==> config.mk <==
export PLATFORM = sky130hd
export DESIGN_NAME = mask_frame_writer
export DESIGN_NICKNAME = d
export VERILOG_FILES = /design/src/rtl/mask_frame_writer.sv
export SDC_FILE = /design/constraint.sdc
export NUM_CORES = 1
export LEC_CHECK = 0
export BUFFER_PORTS_ARGS = -buffer_cell sky130_fd_sc_hd__buf_2
export CORE_ASPECT_RATIO = 0.9
export CORE_UTILIZATION = 30
export CTS_CLUSTER_DIAMETER = 150
export DETAILED_ROUTE_END_ITERATION = 10
export PLACE_DENSITY = 0.55
export SLEW_MARGIN = 20
export SYNTH_ARGS = -nofsm -noshare
export SYNTH_HDL_FRONTEND = slang
export SYNTH_SLANG_ARGS = --single-unit
==> constraint.sdc <==
create_clock -name clk_in -period 2.3 [get_ports clk_in]
set_input_delay 0.23 -clock clk_in [delete_from_list [all_inputs] [get_ports clk_in]]
set_output_delay 0.23 -clock clk_in [all_outputs]
set_load 0.02 [all_outputs]
==> src/rtl/mask_frame_writer.sv <==
// mask_frame_writer
//   Producer end of the binary mask frame buffer read by the edge finder.
//   Thresholds a streamed 8-bit intensity image and writes one mask bit per
//   pixel in row-major order (addr = y*WIDTH + x). A one-cycle frame_done_out
//   pulse, coincident with the last pixel's write strobe, triggers the reader.
//   Whole frames are skipped (and counted) while the reader reports busy.
//
// Ports
//   clk_in              system clock
//   rst_in              synchronous reset, active-low
//   pixel_valid_in      intensity_in valid this cycle
//   sof_in              start of frame, qualified by pixel_valid_in
//   intensity_in[7:0]   pixel intensity
//   threshold_in[7:0]   mask threshold, sampled at an accepted sof
//   reader_busy_in      downstream edge finder busy
//   wr_addr_out         frame buffer write address (held between writes)
//   wr_data_out         mask bit (held between writes)
//   wr_en_out           write strobe, one cycle after each accepted pixel
//   frame_done_out      one-cycle pulse with the last pixel's write strobe
//   busy_out            high while capturing a frame
//   dropped_frames_out  saturating count of skipped frames
//   ones_count_out      (MASK_PIXEL_COUNT_EN only) mask-1 pixels in the last
//                       completed frame
//
// Build option
//   MASK_PIXEL_COUNT_EN  adds ones_count_out and its accumulator.
//
// state   | meaning
// --------+---------------------------------------------------------------
// IDLE    | waiting for an sof; busy-at-sof frames are counted as dropped
// CAPTURE | writing pixels 1..WIDTH*HEIGHT-1 of the current frame
// DONE    | last write strobe + frame_done_out presented; back to IDLE

module mask_frame_writer #(
  parameter int WIDTH  = 240,
  parameter int HEIGHT = 320,
  parameter int ADDR_W = $clog2(WIDTH*HEIGHT)
) (
  input  logic              clk_in,
  input  logic              rst_in,
  input  logic              pixel_valid_in,
  input  logic              sof_in,
  input  logic [7:0]        intensity_in,
  input  logic [7:0]        threshold_in,
  input  logic              reader_busy_in,
  output logic [ADDR_W-1:0] wr_addr_out,
  output logic              wr_data_out,
  output logic              wr_en_out,
  output logic              frame_done_out,
  output logic              busy_out,
  output logic [7:0]        dropped_frames_out
`ifdef MASK_PIXEL_COUNT_EN
  ,
  output logic [ADDR_W:0]   ones_count_out
`endif
);

  localparam int TOTAL = WIDTH * HEIGHT;
  localparam logic [ADDR_W-1:0] LAST_ADDR = ADDR_W'(TOTAL - 1);
  // A one-pixel frame completes on its sof pixel.
  localparam logic SINGLE_PIXEL = (TOTAL == 1);

  typedef enum logic [1:0] {
    S_IDLE    = 2'd0,
    S_CAPTURE = 2'd1,
    S_DONE    = 2'd2
  } state_t;

  state_t            r_state;
  logic [ADDR_W-1:0] r_count;
  logic [7:0]        r_thr;

  logic w_sof;
  logic w_bit_new;   // compare against the threshold being sampled now
  logic w_bit_cur;   // compare against the latched threshold
  logic w_last;

  assign w_sof     = pixel_valid_in && sof_in;
  assign w_bit_new = (intensity_in >= threshold_in);
  assign w_bit_cur = (intensity_in >= r_thr);
  assign w_last    = (r_count == LAST_ADDR);
  assign busy_out  = (r_state == S_CAPTURE);

`ifdef MASK_PIXEL_COUNT_EN
  logic [ADDR_W:0] r_ones_acc;
`endif

  always_ff @(posedge clk_in) begin
    if (!rst_in) begin
      r_state            <= S_IDLE;
      r_count            <= '0;
      r_thr              <= '0;
      wr_addr_out        <= '0;
      wr_data_out        <= 1'b0;
      wr_en_out          <= 1'b0;
      frame_done_out     <= 1'b0;
      dropped_frames_out <= '0;
`ifdef MASK_PIXEL_COUNT_EN
      r_ones_acc         <= '0;
      ones_count_out     <= '0;
`endif
    end else begin
      wr_en_out      <= 1'b0;
      frame_done_out <= 1'b0;

      case (r_state)
        S_IDLE, S_CAPTURE: begin
          if (w_sof) begin
            if (reader_busy_in) begin
              // Skip the whole frame; a busy sof mid-capture also abandons
              // the partial frame so the reader never sees it completed.
              if (dropped_frames_out != 8'hFF)
                dropped_frames_out <= dropped_frames_out + 8'd1;
              r_state <= S_IDLE;
            end else begin
              r_thr          <= threshold_in;
              wr_addr_out    <= '0;
              wr_data_out    <= w_bit_new;
              wr_en_out      <= 1'b1;
              r_count        <= ADDR_W'(1);
              r_state        <= SINGLE_PIXEL ? S_DONE : S_CAPTURE;
              frame_done_out <= SINGLE_PIXEL;
`ifdef MASK_PIXEL_COUNT_EN
              r_ones_acc     <= (ADDR_W+1)'(w_bit_new);
              if (SINGLE_PIXEL)
                ones_count_out <= (ADDR_W+1)'(w_bit_new);
`endif
            end
          end else if (pixel_valid_in && (r_state == S_CAPTURE)) begin
            wr_addr_out <= r_count;
            wr_data_out <= w_bit_cur;
            wr_en_out   <= 1'b1;
`ifdef MASK_PIXEL_COUNT_EN
            r_ones_acc  <= r_ones_acc + (ADDR_W+1)'(w_bit_cur);
`endif
            if (w_last) begin
              r_state        <= S_DONE;
              frame_done_out <= 1'b1;
`ifdef MASK_PIXEL_COUNT_EN
              ones_count_out <= r_ones_acc + (ADDR_W+1)'(w_bit_cur);
`endif
            end else begin
              r_count <= r_count + ADDR_W'(1);
            end
          end
        end

        S_DONE: begin
          r_state <= S_IDLE;
        end

        default: begin
          r_state <= S_IDLE;
        end
      endcase
    end
  end

endmodule

# After elaboration in Yosys (flattened, before gate mapping)

Cells that the tools add are included.

Muxes and demuxes: 18
Add/subtract/negate cells: 2
Equal/unequal tests: 5
Bitwise gates (word level): 4
Reduce and logical (&&, ||, !) cells: 13
Magnitude comparators: 2

Operators with widths:

| operator                | count |
|---|---|
| $mux W17                | 7 |
| $add A17 B1 Y17 const B | 1 |
| $eq A17 B17 Y1 const B  | 1 |
| $ge A8 B8 Y1            | 2 |
| $add A8 B1 Y8 const B   | 1 |
| $mux W1                 | 8 |
| $ne A8 B8 Y1 const B    | 1 |
| $reduce_and A4 Y1       | 2 |
| $mux W2                 | 3 |
| $reduce_and A3 Y1       | 2 |
| $ne A2 B2 Y1 const B    | 2 |
| $not A1 Y1              | 4 |
| $reduce_and A2 Y1       | 2 |
| $reduce_bool A2 Y1      | 2 |
| $reduce_or A4 Y1        | 1 |
| $eq A2 B1 Y1 const B    | 1 |
| $logic_and A1 B1 Y1     | 2 |
| $logic_not A2 Y1        | 1 |
| $reduce_or A2 Y1        | 1 |

Output and inout port bits: 29
Register bits: 55
Word-level logic and storage cells: 52

# Depth between registers and ports, before layout

Depth in word-level cells: 4
Mapped depth: 7

# Worst setup path after synthesis

No wires, ideal clock.

Path kind: reg2reg
Start: register r_count[0]
End: register r_count[13]
Slack: 0.577 ns
Setup time: 0.117 ns
Arrival time: 1.606 ns
Period minus slack after synthesis: 1.723 ns
Required time: 2.183 ns
Cell stages (with the launch flop): 8
Cell sequence: dfxtp_1 > ha_1 > nand4_1 > or2_0 > clkbuf_1 > o21ai_1 > o21ai_0 > a22o_1

Cells in the longest elaborated chain, start to end: 4
Elaborated cells on any way between the ends: 7

Ends and longest elaborated chain:

| what                   | RTL line | RTL |
|---|---|---|
| start, declared        | 70       | `logic [ADDR_W-1:0] r_count;` |
| start signal, assigned | 143      | `r_count <= r_count + ADDR_W'(1);` |
| $add A17 B1 Y17        | 143      |  |
| $mux W17               | 136      | `if (w_last) begin` |
| $mux W17               | 129      | `end else if (pixel_valid_in && (r_state == S_CAPTURE)) begin` |
| $mux W17               | 108      | `if (w_sof) begin` |

Parallel ways exist; a longest one is shown, timed or not. The select of a mux whose other input is x is not followed.
A chain may end at the register's enable or synchronous reset.

# Worst setup path in the final report

Start: register r_count[1]
End: register r_count[4]

Same word-level chain as after synthesis.

==> flow_metrics.py <==
metrics = {
    "logic_synthesis": {
        "synth-async-reset-ratio_pct": 0,
        "cell_types_occupying_the_most_area_after_synthesis": "sky130_fd_sc_hd__dfxtp_1 41%, sky130_fd_sc_hd__ha_1 8.4%, sky130_fd_sc_hd__a21oi_1 6.0%",
        "avgSynthCellArea_um2": 8.35,
        "synth_largest_area_cell": "sky130_fd_sc_hd__dfxtp_1",
        "ys_seq_area_share_pct": 40.9,
        "synthDominantCellAreaShare_pct": 40.9,
        "synth-edff-count": 0,
        "ys_types": 48,
        "syn_area_um2": 2690,
        "ys.warnings.count": 0,
        "netlist_instances": 322,
        "synthFlopType": "sky130_fd_sc_hd__dfxtp_1",
        "synth.net_count": 361,
        "postSynthRegisterBits": 55,
    },
    "clock_tree": {
        "postCtsSetupBuffers": 0,
        "insertion_delay_ps": 320,
        "cts_buffer_depth": 2,
        "numCtsBuffers": 5,
        "htreeDepth": 2,
        "root_buffer": "sky130_fd_sc_hd__clkbuf_8",
        "cts_tree": "built",
        "ctsHoldBuffers": 0,
        "post_cts_resize_count": 0,
        "cts_num_sinks": 55,
        "clkSlewWorstSetupHoldPaths_ps": 100,
    },
    "min_path": {
        "holdCritPathClass": "in -> reg",
    },
    "final_layout": {
        "post_route_cells_drive_above_1_share_pct": 19.4,
        "final_cell_count_no_fill": 490,
        "fin_util_pct": 37.0,
        "finish.instance_area_um2": 3200,
        "num_antenna_cells": 0,
        "area_growth_syn_to_layout_pct": 18.8,
        "fin_nets": 409,
    },
    "critical_path": {
        "setup.worst_path.class": "reg -> reg",
        "endpoint_kind_of_the_worst_setup_timing_path": "flop",
        "critPathLaunchType": "flop",
        "crit_fanout": 9,
        "critical_path_required_ps": 2500,
        "worst-endpoint-arrival_ps": 2250,
    },
    "power_and_ir_drop": {
        "leakage_power_of_the_design_uw": 0.00126,
        "ir_worst_vdd_mv": 0.270,
        "power_density_nw_per_um2": 597,
        "power_uw": 1910,
    },
    "route": {
        "drt_first_iter_violations": 141,
        "route.detailed.vias_per_inst": 4.92,
        "dr_vias": 2412,
        "post-route-drc-count": 0,
        "antenna_left": 0,
        "dr.pass1.iters": 4,
        "routed_wl_um": 6470,
        "drt-wirelength-per-cell_um": 13.2,
    },
    "sta": {
        "setup_repair_after_global_routing_missed_its_margin": "no",
        "final-setup-viol-count": 0,
        "final_period_minus_worst_setup_slack_ps": 2050,
        "setup_tns_ps": 0,
        "final.period_utilization_pct": 89.1,
        "hold_viol": 0,
        "fmax_mhz": 488,
        "drv_slew": 0,
        "slew_at_the_pin_closest_to_its_max_slew_limit_ps": 619,
        "slew-limit-headroom_pct": 58.4,
        "clock_skew_ps": 12.5,
    },
    "global_routing": {
        "global_route.usage.met2_pct": 20.9,
        "gr-usage-met1_pct": 20.6,
        "global_route.overflow_total": 0,
        "routing_usage_on_met3_pct": 3.43,
        "first_pass_grt_wire_length_um": 10400,
        "pin_count_of_the_biggest_net_entering_global_routing": 29,
        "antenna_found_initial": 0,
        "top_usage_layer": "met2",
        "grt_util_all_layers_pct": 14.4,
        "grt_pass1_vias": 2138,
    },
    "job": {
        "max_cap_viol_count": 0,
    },
    "status": {
        "status": "finished, final reports clean",
    },
    "floorplan": {
        "floorplan.die_area_um2": 9350,
        "fp.dieW_um": 102,
        "start_util_pct": 31.1,
        "core_box_area_um2": 8650,
        "num_rows": 32,
        "top_ports": 50,
        "fp.dieH_um": 91.8,
    },
    "placed_design": {
        "placement.io_buffers": 49,
        "place_area_um2": 3060,
        "dpl.cell_count": 482,
        "routabilityCongestion": 0.841,
        "dp_hpwl_um": 4810,
    },
}
## power breakdown
part / switching (uW) / total [uW] / internal [uW]
clock network: 333 / 768 / 434
logic: 105 / 171 / 65.9
registers: 6.67 / 969 / 962
## logic make-up (layout without fill, tap and decap cells)
kind of cell	after synthesis	count (layout)	synth area share, %
buf+inv	33	82	5.07
fa+ha+maj	18	18	8.37
simple gates	120	120	21.8
flops	55	55	40.9
compound gates	88	88	21.2
xor+xnor	7	7	2.28
mux	1	1	0.372
## cell usage in the layout, fill, tap and decap left out, types with 3 or more instances in the layout
master                     count
sky130_fd_sc_hd__nand4_1       7
sky130_fd_sc_hd__a21oi_1      32
sky130_fd_sc_hd__buf_4         5
sky130_fd_sc_hd__nand3_1      16
sky130_fd_sc_hd__ha_1         18
sky130_fd_sc_hd__nor3_1        8
sky130_fd_sc_hd__o21ai_0      17
sky130_fd_sc_hd__a31oi_1       7
sky130_fd_sc_hd__nor2_1       27
sky130_fd_sc_hd__inv_1        20
sky130_fd_sc_hd__xnor2_1       5
sky130_fd_sc_hd__a22o_1       10
sky130_fd_sc_hd__a211oi_1      7
sky130_fd_sc_hd__clkbuf_8      5
sky130_fd_sc_hd__buf_2        49
sky130_fd_sc_hd__dfxtp_1      55
sky130_fd_sc_hd__and2_1        3
sky130_fd_sc_hd__nand2_1      40
## state kept, by name, indices dropped and copies added (netlist names)
name                count
r_count                17
wr_data_out             1
wr_addr_out            17
frame_done_out          1
wr_en_out               1
r_state                 2
dropped_frames_out      8
r_thr                   8
## per-layer routing
| metal | vias to the layer above | wire length (um) |
|---|---|---|
| li1 | 1254 | - |
| met1 | 1094 | 3290 |
| met2 | 58 | 2760 |
| met3 | 6 | 332 |
| met4 | 0 | 87 |
| met5 | - | 0 |
## final cells by class
cell class,instances,area (um2)
clock buffers,5,68.8
fillers,930,5450
repair buffers,54,283
multi-input cells,234,1450
flip-flops and latches,55,1100
inverters,20,75.1
clock inverters,3,67.6
well taps,119,149
## synth_stat cells, types with 2 or more instances
master	n
sky130_fd_sc_hd__nor4bb_1	2
sky130_fd_sc_hd__inv_1	20
sky130_fd_sc_hd__a31o_2	2
sky130_fd_sc_hd__a22o_1	10
sky130_fd_sc_hd__ha_1	18
sky130_fd_sc_hd__nand3_1	16
sky130_fd_sc_hd__o21ai_1	2
sky130_fd_sc_hd__xnor2_1	5
sky130_fd_sc_hd__nand2_1	40
sky130_fd_sc_hd__nor2b_1	2
sky130_fd_sc_hd__or3_1	2
sky130_fd_sc_hd__nor3_1	8
sky130_fd_sc_hd__buf_2	3
sky130_fd_sc_hd__a31oi_1	7
sky130_fd_sc_hd__o21ai_0	17
sky130_fd_sc_hd__nand4_1	7
sky130_fd_sc_hd__and2_1	3
sky130_fd_sc_hd__and3_1	2
sky130_fd_sc_hd__nor2_1	27
sky130_fd_sc_hd__a21oi_1	32
sky130_fd_sc_hd__xor2_1	2
sky130_fd_sc_hd__o21bai_1	2
sky130_fd_sc_hd__a211oi_1	7
sky130_fd_sc_hd__clkbuf_1	7
sky130_fd_sc_hd__nand2b_1	2
sky130_fd_sc_hd__dfxtp_1	55
## critical path: stages (launching register included)
cell and delay [ps]:
sky130_fd_sc_hd__dfxtp_1 410, sky130_fd_sc_hd__ha_1 240, sky130_fd_sc_hd__nand4_1 230, sky130_fd_sc_hd__nor2_1 480, sky130_fd_sc_hd__a31oi_4 250, sky130_fd_sc_hd__a41oi_1 270
sky130_fd_sc_hd__nor2_1 60
## path summary, 6_finish.rpt
| path | startpoint | endpoint | slack, ps | depth (start not counted) |
|---|---|---|---|---|
| worst min register to register | wr_addr_out[16]$_SDFFE_PN0P_ | wr_addr_out[16]$_SDFFE_PN0P_ | 460 | 2 |
| worst min-delay path | threshold_in[3] | r_thr[3]$_SDFFE_PN0P_ | 150 | 3 |
| worst max register to register | r_count[1]$_SDFFE_PN0P_ | r_count[4]$_SDFFE_PN0P_ | 250 | 6 |
| worst max-delay path | r_count[1]$_SDFFE_PN0P_ | r_count[4]$_SDFFE_PN0P_ | 250 | 6 |
## metrics by stage
step | hold WS (ps) | setup slack [ps]
2_1_floorplan | 366 | 577
3_3_place_gp | 441 | 417
3_5_place_dp | 442 | 322
4_1_cts | 149 | 313
5_1_grt | 151 | 107
6_report | 155 | 251
Note: power is estimated with default switching activity, not from simulation.
